--- config.mk ---
export PLATFORM = sky130hd
export DESIGN_NAME = rand_range_sampler_flat
export DESIGN_NICKNAME = d
export VERILOG_FILES = /design/src/rtl/rand_range_sampler_if.sv /design/src/rtl/rand_range_sampler.sv /design/src/flat_wrapper.sv
export SDC_FILE = /design/constraint.sdc
export NUM_CORES = 1
export LEC_CHECK = 0
export ABC_CLOCK_PERIOD_IN_PS = 3230
export BUFFER_PORTS_ARGS = -buffer_cell sky130_fd_sc_hd__buf_2
export CORE_ASPECT_RATIO = 1.2
export CORE_MARGIN = 10
export CORE_UTILIZATION = 55
export CTS_BUF_LIST = sky130_fd_sc_hd__clkbuf_8 sky130_fd_sc_hd__clkbuf_16
export DETAILED_ROUTE_END_ITERATION = 6
export GPL_TIMING_DRIVEN = 0
export PLACE_DENSITY_LB_ADDON = 0.12
export SKIP_LAST_GASP = 1
export SLEW_MARGIN = 20
export SYNTH_ARGS = -nofsm -noshare
export SYNTH_HDL_FRONTEND = slang
export SYNTH_SLANG_ARGS = --single-unit
--- constraint.sdc ---
create_clock -name clk_i -period 3.23 [get_ports clk_i]
set_input_delay 0.646 -clock clk_i [delete_from_list [all_inputs] [get_ports clk_i]]
set_output_delay 0.646 -clock clk_i [all_outputs]
set_load 0.01 [all_outputs]
--- src/rtl/rand_range_sampler_if.sv ---
// Request/response bundle between a consumer unit and the range sampler.
// The consumer drives the master side and the sampler implements the slave side.
interface rand_range_sampler_if #(
    parameter int S_WIDTH = 8
);
    logic               req_valid;
    logic [S_WIDTH-1:0] req_limit;
    logic               req_ready;
    logic               rsp_valid;
    logic [S_WIDTH-1:0] rsp_num;
    logic               rsp_fallback;
    logic               rsp_ready;

    modport master (
        output req_valid, req_limit, rsp_ready,
        input  req_ready, rsp_valid, rsp_num, rsp_fallback
    );

    modport slave (
        input  req_valid, req_limit, rsp_ready,
        output req_ready, rsp_valid, rsp_num, rsp_fallback
    );
endinterface

--- src/rtl/rand_range_sampler.sv ---
// Rejection sampler: maps the raw LFSR stream to a uniform integer in [0, limit), with a fallback after MAX_TRIES draws.
// RAND_RANGE_SAMPLER_STATS_EN adds saturating reject/fallback counters; stalls whenever rand_valid_i is low.
module rand_range_sampler #(
    parameter int S_WIDTH   = 8,
    parameter int MAX_TRIES = 4,
    parameter int TRY_WIDTH = 2
) (
    input  logic               clk_i,
    input  logic               rst_i,
    input  logic [S_WIDTH-1:0] rand_num_i,
    input  logic               rand_valid_i,
    rand_range_sampler_if.slave bus
`ifdef RAND_RANGE_SAMPLER_STATS_EN
    ,
    output logic [15:0]        reject_cnt_o,
    output logic [15:0]        fallback_cnt_o
`endif
);
    localparam logic [1:0] ST_IDLE   = 2'd0;
    localparam logic [1:0] ST_SAMPLE = 2'd1;
    localparam logic [1:0] ST_RESP   = 2'd2;

    logic [1:0]           state_q, state_d;
    logic [TRY_WIDTH-1:0] tries_q, tries_d;
    logic [S_WIDTH:0]     lim_q, lim_d;
    logic [S_WIDTH-1:0]   mask_q, mask_d;
    logic [S_WIDTH-1:0]   num_q, num_d;
    logic                 fb_q, fb_d;

    logic [S_WIDTH-1:0]   req_lim_m1;
    logic [S_WIDTH-1:0]   req_mask;
    logic [S_WIDTH-1:0]   cand;
    logic                 cand_ok;
    logic                 last_try;
    logic                 sample_fire;

    // A limit of 0 stands for the full 2^S_WIDTH range, so lim-1 is all ones.
    assign req_lim_m1 = (bus.req_limit == '0) ? '1 : bus.req_limit - 1'b1;

    // Mask bit i is set when lim-1 has any bit at or above i: smallest 2^k-1 covering lim-1.
    always_comb begin
        req_mask = '0;
        for (int i = 0; i < S_WIDTH; i++) begin
            req_mask[i] = |(req_lim_m1 >> i);
        end
    end

    assign cand        = rand_num_i & mask_q;
    assign cand_ok     = {1'b0, cand} < lim_q;
    assign last_try    = (tries_q == TRY_WIDTH'(MAX_TRIES - 1));
    assign sample_fire = (state_q == ST_SAMPLE) && rand_valid_i;

    always_comb begin
        state_d = state_q;
        tries_d = tries_q;
        lim_d   = lim_q;
        mask_d  = mask_q;
        num_d   = num_q;
        fb_d    = fb_q;
        case (state_q)
            ST_IDLE: begin
                if (bus.req_valid) begin
                    lim_d   = (bus.req_limit == '0) ? {1'b1, {S_WIDTH{1'b0}}}
                                                    : {1'b0, bus.req_limit};
                    mask_d  = req_mask;
                    tries_d = '0;
                    state_d = ST_SAMPLE;
                end
            end
            ST_SAMPLE: begin
                if (rand_valid_i) begin
                    if (cand_ok) begin
                        num_d   = cand;
                        fb_d    = 1'b0;
                        state_d = ST_RESP;
                    end else if (last_try) begin
                        // cand <= mask < 2*lim, so a single subtraction lands in range.
                        num_d   = cand - lim_q[S_WIDTH-1:0];
                        fb_d    = 1'b1;
                        state_d = ST_RESP;
                    end else begin
                        tries_d = tries_q + 1'b1;
                    end
                end
            end
            ST_RESP: begin
                if (bus.rsp_ready) begin
                    state_d = ST_IDLE;
                end
            end
            default: state_d = ST_IDLE;
        endcase
    end

    always_ff @(posedge clk_i) begin
        if (rst_i) begin
            state_q <= ST_IDLE;
            tries_q <= '0;
            lim_q   <= '0;
            mask_q  <= '0;
            num_q   <= '0;
            fb_q    <= 1'b0;
        end else begin
            state_q <= state_d;
            tries_q <= tries_d;
            lim_q   <= lim_d;
            mask_q  <= mask_d;
            num_q   <= num_d;
            fb_q    <= fb_d;
        end
    end

    assign bus.req_ready    = (state_q == ST_IDLE);
    assign bus.rsp_valid    = (state_q == ST_RESP);
    assign bus.rsp_num      = num_q;
    assign bus.rsp_fallback = fb_q;

`ifdef RAND_RANGE_SAMPLER_STATS_EN
    logic [15:0] rej_cnt_q, rej_cnt_d;
    logic [15:0] fb_cnt_q, fb_cnt_d;

    always_comb begin
        rej_cnt_d = rej_cnt_q;
        fb_cnt_d  = fb_cnt_q;
        if (sample_fire && !cand_ok && (rej_cnt_q != '1)) begin
            rej_cnt_d = rej_cnt_q + 1'b1;
        end
        if (sample_fire && !cand_ok && last_try && (fb_cnt_q != '1)) begin
            fb_cnt_d = fb_cnt_q + 1'b1;
        end
    end

    always_ff @(posedge clk_i) begin
        if (rst_i) begin
            rej_cnt_q <= '0;
            fb_cnt_q  <= '0;
        end else begin
            rej_cnt_q <= rej_cnt_d;
            fb_cnt_q  <= fb_cnt_d;
        end
    end

    assign reject_cnt_o   = rej_cnt_q;
    assign fallback_cnt_o = fb_cnt_q;
`else
    logic unused_fire;
    assign unused_fire = sample_fire;
`endif
endmodule

--- src/flat_wrapper.sv ---
// flat-port wrapper written by rule: the top's interface ports become plain ports
module rand_range_sampler_flat 
#(
    parameter int S_WIDTH   = 8,
    parameter int MAX_TRIES = 4,
    parameter int TRY_WIDTH = 2
)
  (clk_i, rst_i, rand_num_i, rand_valid_i, bus_req_valid, bus_req_limit, bus_rsp_ready, bus_req_ready, bus_rsp_valid, bus_rsp_num, bus_rsp_fallback);
  rand_range_sampler_if #(.S_WIDTH(S_WIDTH)) bus_i ();
  input  logic clk_i;
  input  logic rst_i;
  input  logic [S_WIDTH-1:0] rand_num_i;
  input  logic rand_valid_i;
  input wire logic [$bits(bus_i.req_valid)-1:0] bus_req_valid;
  input wire logic [$bits(bus_i.req_limit)-1:0] bus_req_limit;
  input wire logic [$bits(bus_i.rsp_ready)-1:0] bus_rsp_ready;
  output wire logic [$bits(bus_i.req_ready)-1:0] bus_req_ready;
  output wire logic [$bits(bus_i.rsp_valid)-1:0] bus_rsp_valid;
  output wire logic [$bits(bus_i.rsp_num)-1:0] bus_rsp_num;
  output wire logic [$bits(bus_i.rsp_fallback)-1:0] bus_rsp_fallback;
  assign bus_i.req_valid = bus_req_valid;
  assign bus_i.req_limit = bus_req_limit;
  assign bus_i.rsp_ready = bus_rsp_ready;
  assign bus_req_ready = bus_i.req_ready;
  assign bus_rsp_valid = bus_i.rsp_valid;
  assign bus_rsp_num = bus_i.rsp_num;
  assign bus_rsp_fallback = bus_i.rsp_fallback;
  rand_range_sampler #(.S_WIDTH(S_WIDTH), .MAX_TRIES(MAX_TRIES), .TRY_WIDTH(TRY_WIDTH)) u_core (.clk_i(clk_i), .rst_i(rst_i), .rand_num_i(rand_num_i), .rand_valid_i(rand_valid_i), .bus(bus_i));
endmodule
==> Yosys cells after proc, flatten, opt, wreduce, memory -nomap -nowiden <==
Index checks and enable logic that the tools add are counted.
{ "word_totals": {"output_inout_bits": 11, "word_cells": 52, "regBits": 30, "inputBits": 21} }
{ "classes": {"n_mux": 17, "order_cmp": 1, "n_reduce_logical": 15, "add_sub_neg": 3, "eq_ne": 9, "n_bitwise": 1} }
{ "ops": {"columns": ["operator", "n"], "rows": [
  ["$mux 8", 3],
  ["$mux 2", 9],
  ["$ne 2x2->1 const B", 5],
  ["$lt 8x9->1", 1],
  ["$mux 9", 1],
  ["$and 8x8->8", 1],
  ["$logic_not 8->1", 1],
  ["$reduce_or 8->1", 1],
  ["$sub 8x1->8 const B", 1],
  ["$sub 8x8->8", 1],
  ["$reduce_or 7->1", 1],
  ["$pmux 2 s3", 1],
  ["$reduce_or 6->1", 1],
  ["$reduce_and 5->1", 1],
  ["$reduce_or 5->1", 1],
  ["$eq 2x2->1 const B", 2],
  ["$pmux 2 s2", 1],
  ["$reduce_and 4->1", 1],
  ["$reduce_bool 2->1", 2],
  ["$reduce_or 4->1", 1],
  ["$ne 3x1->1 const B", 1],
  ["$reduce_and 3->1", 1],
  ["$reduce_or 3->1", 1],
  ["$add 2x1->2 const B", 1],
  ["5 further kinds", 6]
]} }

==> Logic depth before layout (Yosys ltp) <==
{ "depth": {"word_depth": 5, "ltp_mapped": 10, "depth_no_buf": 9} }

==> Least setup slack after synthesis <==
OpenSTA, ideal clock, no wires.
{ "synth_timing": {"path_kind": "input-to-reg", "startpoint": "input rand_num_i[3]", "endpoint": "register u_core.num_q[4], in the netlist u_core.bus.rsp_num[4]", "slack_ns": 0.777, "arrival_time_ns": 2.375, "required_time_ns": 3.152, "cell_stages": 8, "path_buffers": 0, "setup_ns": 0.078, "path_cell_list": "and2_1 -> ha_1 -> o211ai_1 -> a21oi_1 -> o211ai_1 -> a21oi_2 -> mux2_2 -> nor3_1"} }
{ "synth_via": {"elab_chain_len": 4, "word_cells_on_any_way": 7, "classes_between": "1 x add/sub; 1 x order compare; 2 x mux; 1 x bitwise; 2 x reduce/logical"} }
{ "synth_rtl": {"columns": ["item", "line_no", "source"], "rows": [
  ["from (decl)", "flat_wrapper.sv:12", "input logic [S_WIDTH-1:0] rand_num_i;"],
  ["$and 8x8->8 *", "rand_range_sampler.sv:48", "assign cand = rand_num_i & mask_q;"],
  ["$lt 8x9->1 or $sub 8x8->8 (tied branches)", "rand_range_sampler.sv:49, rand_range_sampler.sv:78", null],
  ["$reduce_bool 2->1 (no line) or $mux 8 (tied branches)", null, null],
  ["$reduce_and 3->1 (no line) or $mux 8 (tied branches)", null, null],
  ["to (signal assigned)", "rand_range_sampler.sv:108", "num_q <= num_d;"],
  ["to (decl)", "rand_range_sampler.sv:27", "logic [S_WIDTH-1:0] num_q, num_d;"]
]} }
Every way passes the cells marked *; elsewhere a longest branch is shown, timed or not. The select of a mux whose other input is x is not followed.
A chain may end at the register's enable or synchronous reset.

==> Worst setup path after layout <==
Same ends and word-level chain as after synthesis.

==> summary.md <==
| Metric | Value |
|---|---|
| RePlAce Congestion | `0.853` |
| Drt drc | `0` |
| Die width | `72.6 um` |
| Inserted Clock Buffers | `5` |
| R2r endpoint | `u_core.bus.rsp_num[4]` |
| Worst EP required | `3.43 ns` |
| MaxCap Viol Count | `0` |
| Slew HR | `63.2%` |
| Worst IR Drop VDD | `0.433 mV` |
| Worst slew pin tran | `0.552 ns` |
| Period minus WS final | `2.54 ns` |
| Ys Warns | `0` |
| FF/Latch Area | `601 um2` |
| EDFF count, synth | `0` |
| Chip height | `83.1 um` |
| CTS tree | `built` |
| Arr. time, crit path | `2.74 ns` |
| Largest net degree at the start of global routing | `11` |
| Hold Path Depth | `2` |
| Clk root buf | `clkbuf_8` |
| Worst Hold Launch | `u_core.mask_q[6]` |
| Sequential-to-total area share from yosys stat | `32.9%` |
| Syn Inst Count | `236` |
| Area leader, netlist | `dfxtp_1` |
| Vias | `1721` |
| CP startpoint kind | `input port` |
| Router iterations before antenna repair | `4` |
| Area grow syn2layout | `16.8%` |
| Final worst setup slack | `0.688 ns` |
| Place WS | `0.415 ns` |
| Synth Net Count | `270` |
| H-tree Lvls | `2` |
| Critical path class | `input port to flop` |
| Via density | `5.53` |
| Final ANT Viol Nets | `0` |
| Static leakage | `0.927 nW` |
| Worst Hold Endpoint | `u_core.mask_q[6]` |
| Fill cells | `306` |
| Site row count | `22` |
| First-pass GRT wire length | `7090 um` |
| Final nets | `308` |
| Crit. End Element | `flop` |
| Layout cell share with drive strength beyond 1 | `18.2%` |
| First DRT Iteration DRCs | `55` |
| CTS clk-pin slew, worst paths | `0.06 ns` |
| Ports | `32` |
| Syn_area_per_cell | `7.74 um2` |
| Overall Power | `0.00108 W` |
| Share of the clock period used by the worst path | `78.7%` |
| Max-slew violation count | `0` |
| Initial antenna violation count | `0` |
| RSZ-0062 raised after global routing | `no` |
| Die ar. | `0.00604 mm2` |
| WL/cell | `13.4 um` |
| Sink Count | `30` |
| Min-delay worst type | `flop to flop` |
| Post_cts resized | `0` |
| Synth Register Bits | `30` |
| Multi-input logic area | `0.00114 mm2` |
| Postcts setup bufs | `0` |
| Synth Flop Type | `dfxtp_1` |
| Final setup fails | `0` |
| Post-synth top area share | `32.9%` |
| Async S/R FF share, synth | `0%` |
| Crit path max fanout | `6` |
| Library cells used by synthesis | `43` |
| Total grt overflow | `0` |
| Status | `complete, no violations` |
| Reg2Reg Depth | `8` |
| Synth top area cells | `dfxtp_1 (33%), ha_1 (8.2%), a21oi_1 (6.0%), nand2_1 (6.0%), nor2_1 (5.8%)` |
| TNS Setup | `0 ns` |
| Starting Density | `58.2%` |
| PwrDens | `507 mW/mm2` |
| Core Region | `0.00314 mm2` |
| Dpl cell area | `0.00203 mm2` |
| Max Root-Sink Buffers | `2` |
| Clock Latency Late Sink | `0.28 ns` |
| DP HPWL | `3390 um` |
| Reg2reg start | `u_core.mask_q[3]` |
| R2R Setup Slk | `0.85 ns` |
| Overall routing resource usage | `14.2%` |
| Max Freq | `0.393 GHz` |
| Final core area utilization | `68.0%` |
| Diode count | `0` |
| Finished Cell Area | `0.00213 mm2` |
| Post-CTS Hold Buffers | `0` |
| Port Buffer Count | `31` |
| Final Skew | `0.00578 ns` |
| Hold Violations, Final | `0` |
| Vias in the first global route | `1621` |
| Synth Cell Area | `0.00183 mm2` |
| Drt total wl | `4170 um` |
==> cells in the final DEF (no fill, tap or decap), types with 2 or more instances in the layout <==
master,synthesis,layout
xnor2_1,4,4
a21oi_2,2,2
dfxtp_1,30,30
nand2_1,29,29
nor2b_1,5,5
nand3_1,4,4
or2_2,3,3
nor3_1,5,5
o211ai_1,4,4
a31oi_1,3,3
and2_1,8,8
nand2b_1,2,2
o21ai_0,15,15
clkbuf_8,0,5
inv_1,16,18
clkbuf_1,6,6
o21a_1,2,2
a211oi_1,6,6
nor2_1,28,28
ha_1,12,12
nor4_1,3,3
a21oi_1,22,22
buf_2,1,32
mux2i_1,5,5
mux2_2,2,2
==> power breakdown <==
group / total [W] / internal, W / switching [W]
clock network: 0.000357 / 0.000224 / 0.000133
logic: 0.000308 / 0.000131 / 0.000177
registers: 0.000417 / 0.000402 / 0.0000148
==> layer usage <==
| layer | GRT usage (%) | wire length [um] |
|---|---|---|
| met1 | 15.7 | 1730 |
| met4 | 5.69 | 82 |
| met3 | 4.52 | 243 |
| met2 | 23.9 | 2110 |
| met5 | 0 | 0 |
==> stage by stage <==
stage / hold WS (ns) / instances
2_1_floorplan: 0.432 / 236
3_3_place_gp: 0.440 / 303
3_5_place_dp: 0.443 / 303
4_1_cts: 0.451 / 311
5_1_grt: 0.467 / 311
6_report: 0.447 / 311
==> state kept, by name, summed over array words and instances, names as in the netlist <==
signal	cells
u_core.bus.rsp_fallback	1
u_core.bus.rsp_num	8
u_core.lim_q	9
u_core.mask_q	8
u_core.state_q	2
u_core.tries_q	2
==> kinds of logic after synthesis <==
| family | synth area share [%] |
|---|---|
| and+or+nand+nor | 25.7 |
| DFF | 32.9 |
| xor gates and xnor gates | 2.40 |
| muxes | 3.97 |
| AOI/OAI and AO/OA | 21.0 |
| buffers and inverters | 4.79 |
| adders and majority gates | 9.31 |
==> worst max-delay path: stages <==
cell and delay [ns]:
buf_2 0.10, and2_1 0.17, ha_1 0.35, o211ai_1 0.11, a21oi_1 0.27, o211ai_1 0.21
a21oi_2 0.40, mux2_2 0.39, nor3_1 0.12
==> worst max-delay path by stage <==
stage	from	end	slack, ns	cells past startpoint
final	rand_num_i[3]	u_core.bus.rsp_num[4]	0.69	9
after global routing	rand_num_i[2]	u_core.bus.rsp_num[4]	0.48	9
after floorplan	rand_num_i[3]	u_core.bus.rsp_num[4]	0.78	8
after global placement	rand_num_i[3]	u_core.bus.rsp_num[4]	0.42	9
after CTS	rand_num_i[3]	u_core.bus.rsp_num[4]	0.70	9
after detailed placement	rand_num_i[3]	u_core.bus.rsp_num[4]	0.42	9
==> cells in the mapped netlist (2+ instances only) <==
master,number
clkbuf_1,6
a211oi_1,6
nand2b_1,2
o21a_1,2
o211ai_1,4
ha_1,12
mux2i_1,5
a31oi_1,3
o21ai_0,15
nor2_1,28
nand3_1,4
nor3_1,5
xnor2_1,4
and2_1,8
a21oi_2,2
dfxtp_1,30
nor2b_1,5
nand2_1,29
inv_1,16
mux2_2,2
nor4_1,3
a21oi_1,22
or2_2,3
==> final cells by class <==
| cell class | count | area share (%) |
|---|---|---|
| clock inverters | 3 | 1.76 |
| clock buffers | 5 | 3.23 |
| repair buffers | 31 | 7.27 |
| multi-input cells | 183 | 53.4 |
| plain buffers | 7 | 1.29 |
| inverters | 16 | 2.82 |
| flip-flops and latches | 30 | 28.2 |
| well taps | 36 | 2.11 |
No activity file was read; power rests on OpenSTA's default activity.
